$ cat src/rtl/tazz_pkg.sv
// Shared definitions for the ROM download sequencer:
// region indices, FSM states and the FIFO entry layout.
package tazz_pkg;

    localparam logic [1:0] REG_CPU  = 2'd0;
    localparam logic [1:0] REG_SND  = 2'd1;
    localparam logic [1:0] REG_GFX  = 2'd2;
    localparam logic [1:0] REG_PROM = 2'd3;

    localparam int ENTRY_W = 26;

    typedef enum logic [1:0] {
        ST_IDLE_RUN,
        ST_LOAD,
        ST_DRAIN,
        ST_HOLD
    } state_e;

    typedef struct packed {
        logic [1:0]  region;
        logic [15:0] addr;
        logic [7:0]  data;
    } entry_t;

    function automatic logic [3:0] region_onehot(input logic [1:0] r);
        return 4'b0001 << r;
    endfunction

endpackage

$ cat src/rtl/sync_fifo.sv
// Small synchronous FIFO; a push into a full FIFO is legal
// only when a pop happens in the same cycle.
module sync_fifo #(
    parameter int DEPTH = 4,
    parameter int WIDTH = 8
) (
    input  logic             clk,
    input  logic             rst,
    input  logic             push_i,
    input  logic             pop_i,
    input  logic [WIDTH-1:0] wdata_i,
    output logic [WIDTH-1:0] rdata_o,
    output logic             full_o,
    output logic             empty_o
);

    localparam int AW = $clog2(DEPTH);
    localparam logic [AW:0] FULL_CNT = (AW+1)'(DEPTH);

    logic [WIDTH-1:0] mem_q [DEPTH];
    logic [AW-1:0]    wptr_q;
    logic [AW-1:0]    rptr_q;
    logic [AW:0]      cnt_q;

    always_ff @(posedge clk or posedge rst) begin
        if (rst) begin
            wptr_q <= '0;
            rptr_q <= '0;
            cnt_q  <= '0;
        end else begin
            if (push_i) wptr_q <= wptr_q + AW'(1);
            if (pop_i)  rptr_q <= rptr_q + AW'(1);
            if (push_i && !pop_i)
                cnt_q <= cnt_q + (AW+1)'(1);
            else if (!push_i && pop_i)
                cnt_q <= cnt_q - (AW+1)'(1);
        end
    end

    always_ff @(posedge clk) begin
        if (push_i) mem_q[wptr_q] <= wdata_i;
    end

    assign rdata_o = mem_q[rptr_q];
    assign full_o  = (cnt_q == FULL_CNT);
    assign empty_o = (cnt_q == '0);

endmodule

$ cat src/rtl/rom_dl_sequencer.sv
// Routes HPS download bytes into four ROM regions through a FIFO
// and sequences the game core reset around the download.
module rom_dl_sequencer
    import tazz_pkg::*;
#(
    parameter int          FIFO_DEPTH  = 4,
    parameter logic [15:0] CPU_END     = 16'h6000,
    parameter logic [15:0] SND_END     = 16'h7000,
    parameter logic [15:0] GFX_END     = 16'h8000,
    parameter logic [15:0] PROM_END    = 16'h8020,
    parameter int          HOLD_CYCLES = 64
) (
    input  logic        clk,
    input  logic        RESET,
    input  logic        reset_req,
    input  logic        dl_active,
    input  logic        dl_wr,
    input  logic [15:0] dl_addr,
    input  logic [7:0]  dl_data,
    input  logic        mem_ce,
    output logic [3:0]  rom_we,
    output logic [15:0] rom_addr,
    output logic [7:0]  rom_data,
    output logic        core_reset,
    output logic        dl_done,
    output logic        dl_err
);

    localparam int CW = $clog2(HOLD_CYCLES + 1);
    localparam logic [CW-1:0] CNT_LAST = CW'(HOLD_CYCLES - 1);

    state_e        state_q;
    logic [CW-1:0] cnt_q;
    logic          core_reset_q;
    logic          dl_done_q;
    logic          dl_err_q;
    logic          loaded_q;
    logic [3:0]    rom_we_q;
    logic [15:0]   rom_addr_q;
    logic [7:0]    rom_data_q;

    entry_t wr_e;
    entry_t rd_e;
    logic   in_map;
    logic   push_req;
    logic   push;
    logic   pop;
    logic   full;
    logic   empty;
    logic   err_set;

    always_comb begin
        wr_e.region = REG_CPU;
        wr_e.addr   = dl_addr;
        wr_e.data   = dl_data;
        in_map      = 1'b1;
        if (dl_addr < CPU_END) begin
            wr_e.region = REG_CPU;
        end else if (dl_addr < SND_END) begin
            wr_e.region = REG_SND;
            wr_e.addr   = dl_addr - CPU_END;
        end else if (dl_addr < GFX_END) begin
            wr_e.region = REG_GFX;
            wr_e.addr   = dl_addr - SND_END;
        end else if (dl_addr < PROM_END) begin
            wr_e.region = REG_PROM;
            wr_e.addr   = dl_addr - GFX_END;
        end else begin
            in_map      = 1'b0;
        end
    end

    // A full FIFO still takes a byte when the same cycle drains one.
    assign pop      = !empty && mem_ce;
    assign push_req = (state_q == ST_LOAD) && dl_wr;
    assign push     = push_req && in_map && (!full || pop);
    assign err_set  = push_req && (!in_map || (full && !pop));

    sync_fifo #(
        .DEPTH (FIFO_DEPTH),
        .WIDTH (ENTRY_W)
    ) u_fifo (
        .clk     (clk),
        .rst     (RESET),
        .push_i  (push),
        .pop_i   (pop),
        .wdata_i (wr_e),
        .rdata_o (rd_e),
        .full_o  (full),
        .empty_o (empty)
    );

    always_ff @(posedge clk or posedge RESET) begin
        if (RESET) begin
            state_q      <= ST_HOLD;
            cnt_q        <= '0;
            core_reset_q <= 1'b1;
            dl_done_q    <= 1'b0;
            dl_err_q     <= 1'b0;
            loaded_q     <= 1'b0;
        end else begin
            dl_done_q <= 1'b0;
            if (err_set) dl_err_q <= 1'b1;
            case (state_q)
                ST_IDLE_RUN: begin
                    if (dl_active) begin
                        state_q      <= ST_LOAD;
                        loaded_q     <= 1'b1;
                        dl_err_q     <= 1'b0;
                        core_reset_q <= 1'b1;
                    end else if (reset_req) begin
                        state_q      <= ST_HOLD;
                        cnt_q        <= '0;
                        core_reset_q <= 1'b1;
                    end
                end
                ST_LOAD: begin
                    if (!dl_active) state_q <= ST_DRAIN;
                end
                ST_DRAIN: begin
                    if (dl_active) begin
                        state_q <= ST_LOAD;
                    end else if (empty && !pop) begin
                        state_q <= ST_HOLD;
                        cnt_q   <= '0;
                    end
                end
                default: begin
                    if (dl_active) begin
                        state_q  <= ST_LOAD;
                        loaded_q <= 1'b1;
                        dl_err_q <= 1'b0;
                    end else if (reset_req) begin
                        cnt_q <= '0;
                    end else if (cnt_q == CNT_LAST) begin
                        state_q      <= ST_IDLE_RUN;
                        cnt_q        <= '0;
                        core_reset_q <= 1'b0;
                        dl_done_q    <= loaded_q;
                        loaded_q     <= 1'b0;
                    end else begin
                        cnt_q <= cnt_q + CW'(1);
                    end
                end
            endcase
        end
    end

    always_ff @(posedge clk or posedge RESET) begin
        if (RESET) begin
            rom_we_q   <= '0;
            rom_addr_q <= '0;
            rom_data_q <= '0;
        end else begin
            rom_we_q <= '0;
            if (pop) begin
                rom_we_q   <= region_onehot(rd_e.region);
                rom_addr_q <= rd_e.addr;
                rom_data_q <= rd_e.data;
            end
        end
    end

    assign rom_we     = rom_we_q;
    assign rom_addr   = rom_addr_q;
    assign rom_data   = rom_data_q;
    assign core_reset = core_reset_q;
    assign dl_done    = dl_done_q;
    assign dl_err     = dl_err_q;

endmodule
$ cat config.mk
export PLATFORM = sky130hd
export DESIGN_NAME = rom_dl_sequencer
export DESIGN_NICKNAME = d
export VERILOG_FILES = /design/src/rtl/tazz_pkg.sv /design/src/rtl/sync_fifo.sv /design/src/rtl/rom_dl_sequencer.sv
export SDC_FILE = /design/constraint.sdc
export NUM_CORES = 1
export LEC_CHECK = 0
export CAP_MARGIN = 20
export CORE_ASPECT_RATIO = 1.5
export CORE_MARGIN = 2
export CORE_UTILIZATION = 60
export DETAILED_ROUTE_END_ITERATION = 10
export DONT_BUFFER_PORTS = 1
export GPL_ROUTABILITY_DRIVEN = 0
export MAX_ROUTING_LAYER = met4
export PLACE_DENSITY = 0.75
export SLEW_MARGIN = 0
export SYNTH_ARGS = -nofsm -noshare
export SYNTH_HDL_FRONTEND = slang
export SYNTH_HIERARCHICAL = 1
export SYNTH_SLANG_ARGS = --single-unit
$ cat constraint.sdc
create_clock -name clk -period 3.2 [get_ports clk]
set_input_delay 0.96 -clock clk [delete_from_list [all_inputs] [get_ports clk]]
set_output_delay 0.96 -clock clk [all_outputs]
set_load 0.01 [all_outputs]
==> reports/qor.csv <==
stage,metric,value,unit
run_status,outcome,finished clean,
clocking,cts_made_buffers,17,
global_route,grt_pass1_wl,18.2,mm
setup_path,cp-start-kind,input port,
timing,post-route-min-period,2980,ps
global_route,antenna_found_initial,0,
global_route,gr-total-overflow,0,
synth,synth_cell_types,53,
timing,grt_setup_unrepaired,no,
pwr,ir_worst_vdd,0.000488,V
route,routedWlPerCell,21.0,µm
setup_path,worst_ep_arrival_time,3310,ps
route,ant_nets,0,
pwr,seq_power_share,46.0,%
clocking,cts.htree.levels,4,
synth,synth_ff_type,edfxtp_1,
global_route,use_met2,39.0,%
timing,fmax,0.335,GHz
clocking,ctsResizeCount,0,
timing,relSlewSlack,38.8,%
place,dp_hpwl,7.42,mm
hold_path,hp-class,input port to asynchronous set/reset pin,
setup_path,r2r_slack,760,ps
timing,hold_violations,0,
die,dieHeight,129,µm
global_route,groute.usage.overall,23.3,%
clocking,cts_buffer_depth,2,
pwr,clkPwrFrac,33.6,%
die,core_area,10100,µm²
pwr,switching_share,28.7,%
setup_path,required,3530,ps
die,die_area,11200,µm²
pwr,switching_power,1.76,mW
synth,yosysTopAreaCell,edfxtp_1,
timing,period_share,93.2,%
synth,syn_avg_cell_area,15.7,µm²
synth,synthArstFlopShare,31.6,%
cells_and_area,finalNetCount,459,
synth,yosysWarnings,6,
cells_and_area,syn2layout_area_growth,14.0,%
die,rows,45,
timing,fin_skew,12.4,ps
timing,maxSlewViolCount,0,
route,vias,3297,
route,drtIter0Drc,245,
die,initial_core_util,61.4,%
die,io_pins,61,
synth,yosysMostFrequentCell,edfxtp_1,
flow_run,cap_violations,0,
global_route,grt_busiest_layer,met2,
clocking,holdBufCountCts,0,
global_route,grt_pass1_vias,3467,
pwr,power.leakage,2.74,nW
clocking,cts_root_buf,clkbuf_16,
clocking,path_clk_slew,60,ps
synth,synth_cells,395,
timing,setup_violations,0,
synth,seq_area_frac_synth,69.6,%
synth,synth_nets,440,
setup_path,crit_type,input port to register,
cells_and_area,drive_gt1_share,18.5,%
timing,tightest_slew,916,ps
global_route,grt_use_met3,8.53,%
die,die_x,87.1,µm
clocking,clkLatencyLatePin,420,ps
synth,syn_area,6220,µm²
pwr,internal_power,4.37,mW
place,io_buffers,0,
cells_and_area,diodes,0,
synth,ys_ff_latch,152,
clocking,cts_tree,yes,
timing,fin_hold_ws,377,ps
setup_path,crit_path_end_kind,register,
clocking,post_cts_buffers,0,
synth,synth_common_cells,"104 x edfxtp_1, 87 x nand2_1, 45 x dfrtp_1",
timing,tns,0,ps
synth,ys_top_cells_by_area,"edfxtp_1 50%, dfrtp_1 18%, mux4_2 6.5%",
clocking,clock-sinks,152,
synth,synth_edf_count,104,
route,first_pass_iters,5,
global_route,grt_max_degree,42,
pwr,power-per-cell-area,865,nW/µm²
route,via_per_inst,6.06,
synth,synth.top_cell.area_share,50.2,%
global_route,use_met1,25.7,%
route,routed_wl,11.4,mm
setup_path,cp_max_fo,5,
route,drc,0,
pwr,comb_power_share,20.4,%
==> through the flow <==
step                utilization, %  area [µm²]  std cells  power, mW  setup slack (ps)
floorplan                        -        6240        395       3.81              -122
detailed placement            63.9        6470        512       4.11              -199
finish                        70.0        7090        544       6.13               219
global placement              63.9        6470        512       4.04              -128
global route                  70.0        7090        544       6.43              71.4
CTS                           70.0        7090        544       6.20               233
==> layer usage <==
layer / share of wire [%] / wire length (µm)
met1: 37 / 4230
met2: 55 / 6250
met3: 7.1 / 814
met4: 1.1 / 131
met5: 0 / 0
==> placed cells by master, fill, tap and decap left out, types with 5 or more instances in the layout <==
cell type / instances
inv_1: 11
mux4_1: 8
clkbuf_16: 17
ha_1: 14
buf_4: 9
buf_12: 6
dfrtp_1: 44
nor2_1: 13
mux4_2: 18
a21oi_1: 8
o21ai_0: 5
nand2_1: 87
edfxtp_1: 104
==> final cells by class <==
| class | count | area (µm²) |
|---|---|---|
| Sequential cell | 152 | 4330 |
| Fill cell | 646 | 3040 |
| Multi-Input combinational cell | 215 | 1760 |
| Clock buffer | 21 | 450 |
| Timing Repair Buffer | 15 | 188 |
| Clock inverter | 11 | 170 |
| Tap cell | 117 | 146 |
| Inverter | 13 | 48.8 |
==> final timing paths <==
kind                            start               end  cells past startpoint
setup / recovery           dl_addr[9]   u_fifo/cnt_q[2]                     10
min in group clk             cnt_q[6]          cnt_q[6]                      1
hold reg to reg              cnt_q[6]          cnt_q[6]                      1
setup reg to reg           state_q[0]   u_fifo/cnt_q[2]                      9
max in group asynchronous       RESET          loaded_q                      1
hold / removal                  RESET  u_fifo/rptr_q[1]                      1
==> logic make-up after synthesis <==
group                    share of synthesized area (%)
XOR/XNOR                                         0.845
buffers and inverters                             2.41
AO/OA/AOI/OAI                                     3.62
multiplexers                                      10.9
flip-flops                                        69.6
adder cells (fa/ha/maj)                           3.14
AND/OR/NAND/NOR                                   9.49
==> power groups by stage <==
stage	sequential (mW)	combinational [mW]	clock [mW]
after floorplan	2.69	1.12	0
after global placement	2.85	1.19	0
after detailed placement	2.86	1.25	0
after CTS	2.84	1.26	2.10
after global routing	2.87	1.38	2.19
final	2.82	1.25	2.06
==> worst max-delay path, cell delays in order <==
cell	delay, ps
or4_4	530
o41ai_4	300
nand3b_1	180
a221oi_4	260
ha_1	200
inv_1	60
fa_1	370
xor2_1	150
nor2_1	130
xor2_1	170
==> sequential cells by signal, indices dropped and copies added (netlist names) <==
| register | flops |
|---|---|
| core_reset | 1 |
| rom_data | 8 |
| u_fifo/cnt_q | 3 |
| dl_done | 1 |
| cnt_q | 7 |
| u_fifo/mem_q | 104 |
| u_fifo/wptr_q | 2 |
| u_fifo/rptr_q | 2 |
| loaded_q | 1 |
| dl_err | 1 |
| rom_we | 4 |
| state_q | 2 |
| rom_addr | 16 |
Note: power is estimated with default switching activity, not from simulation.
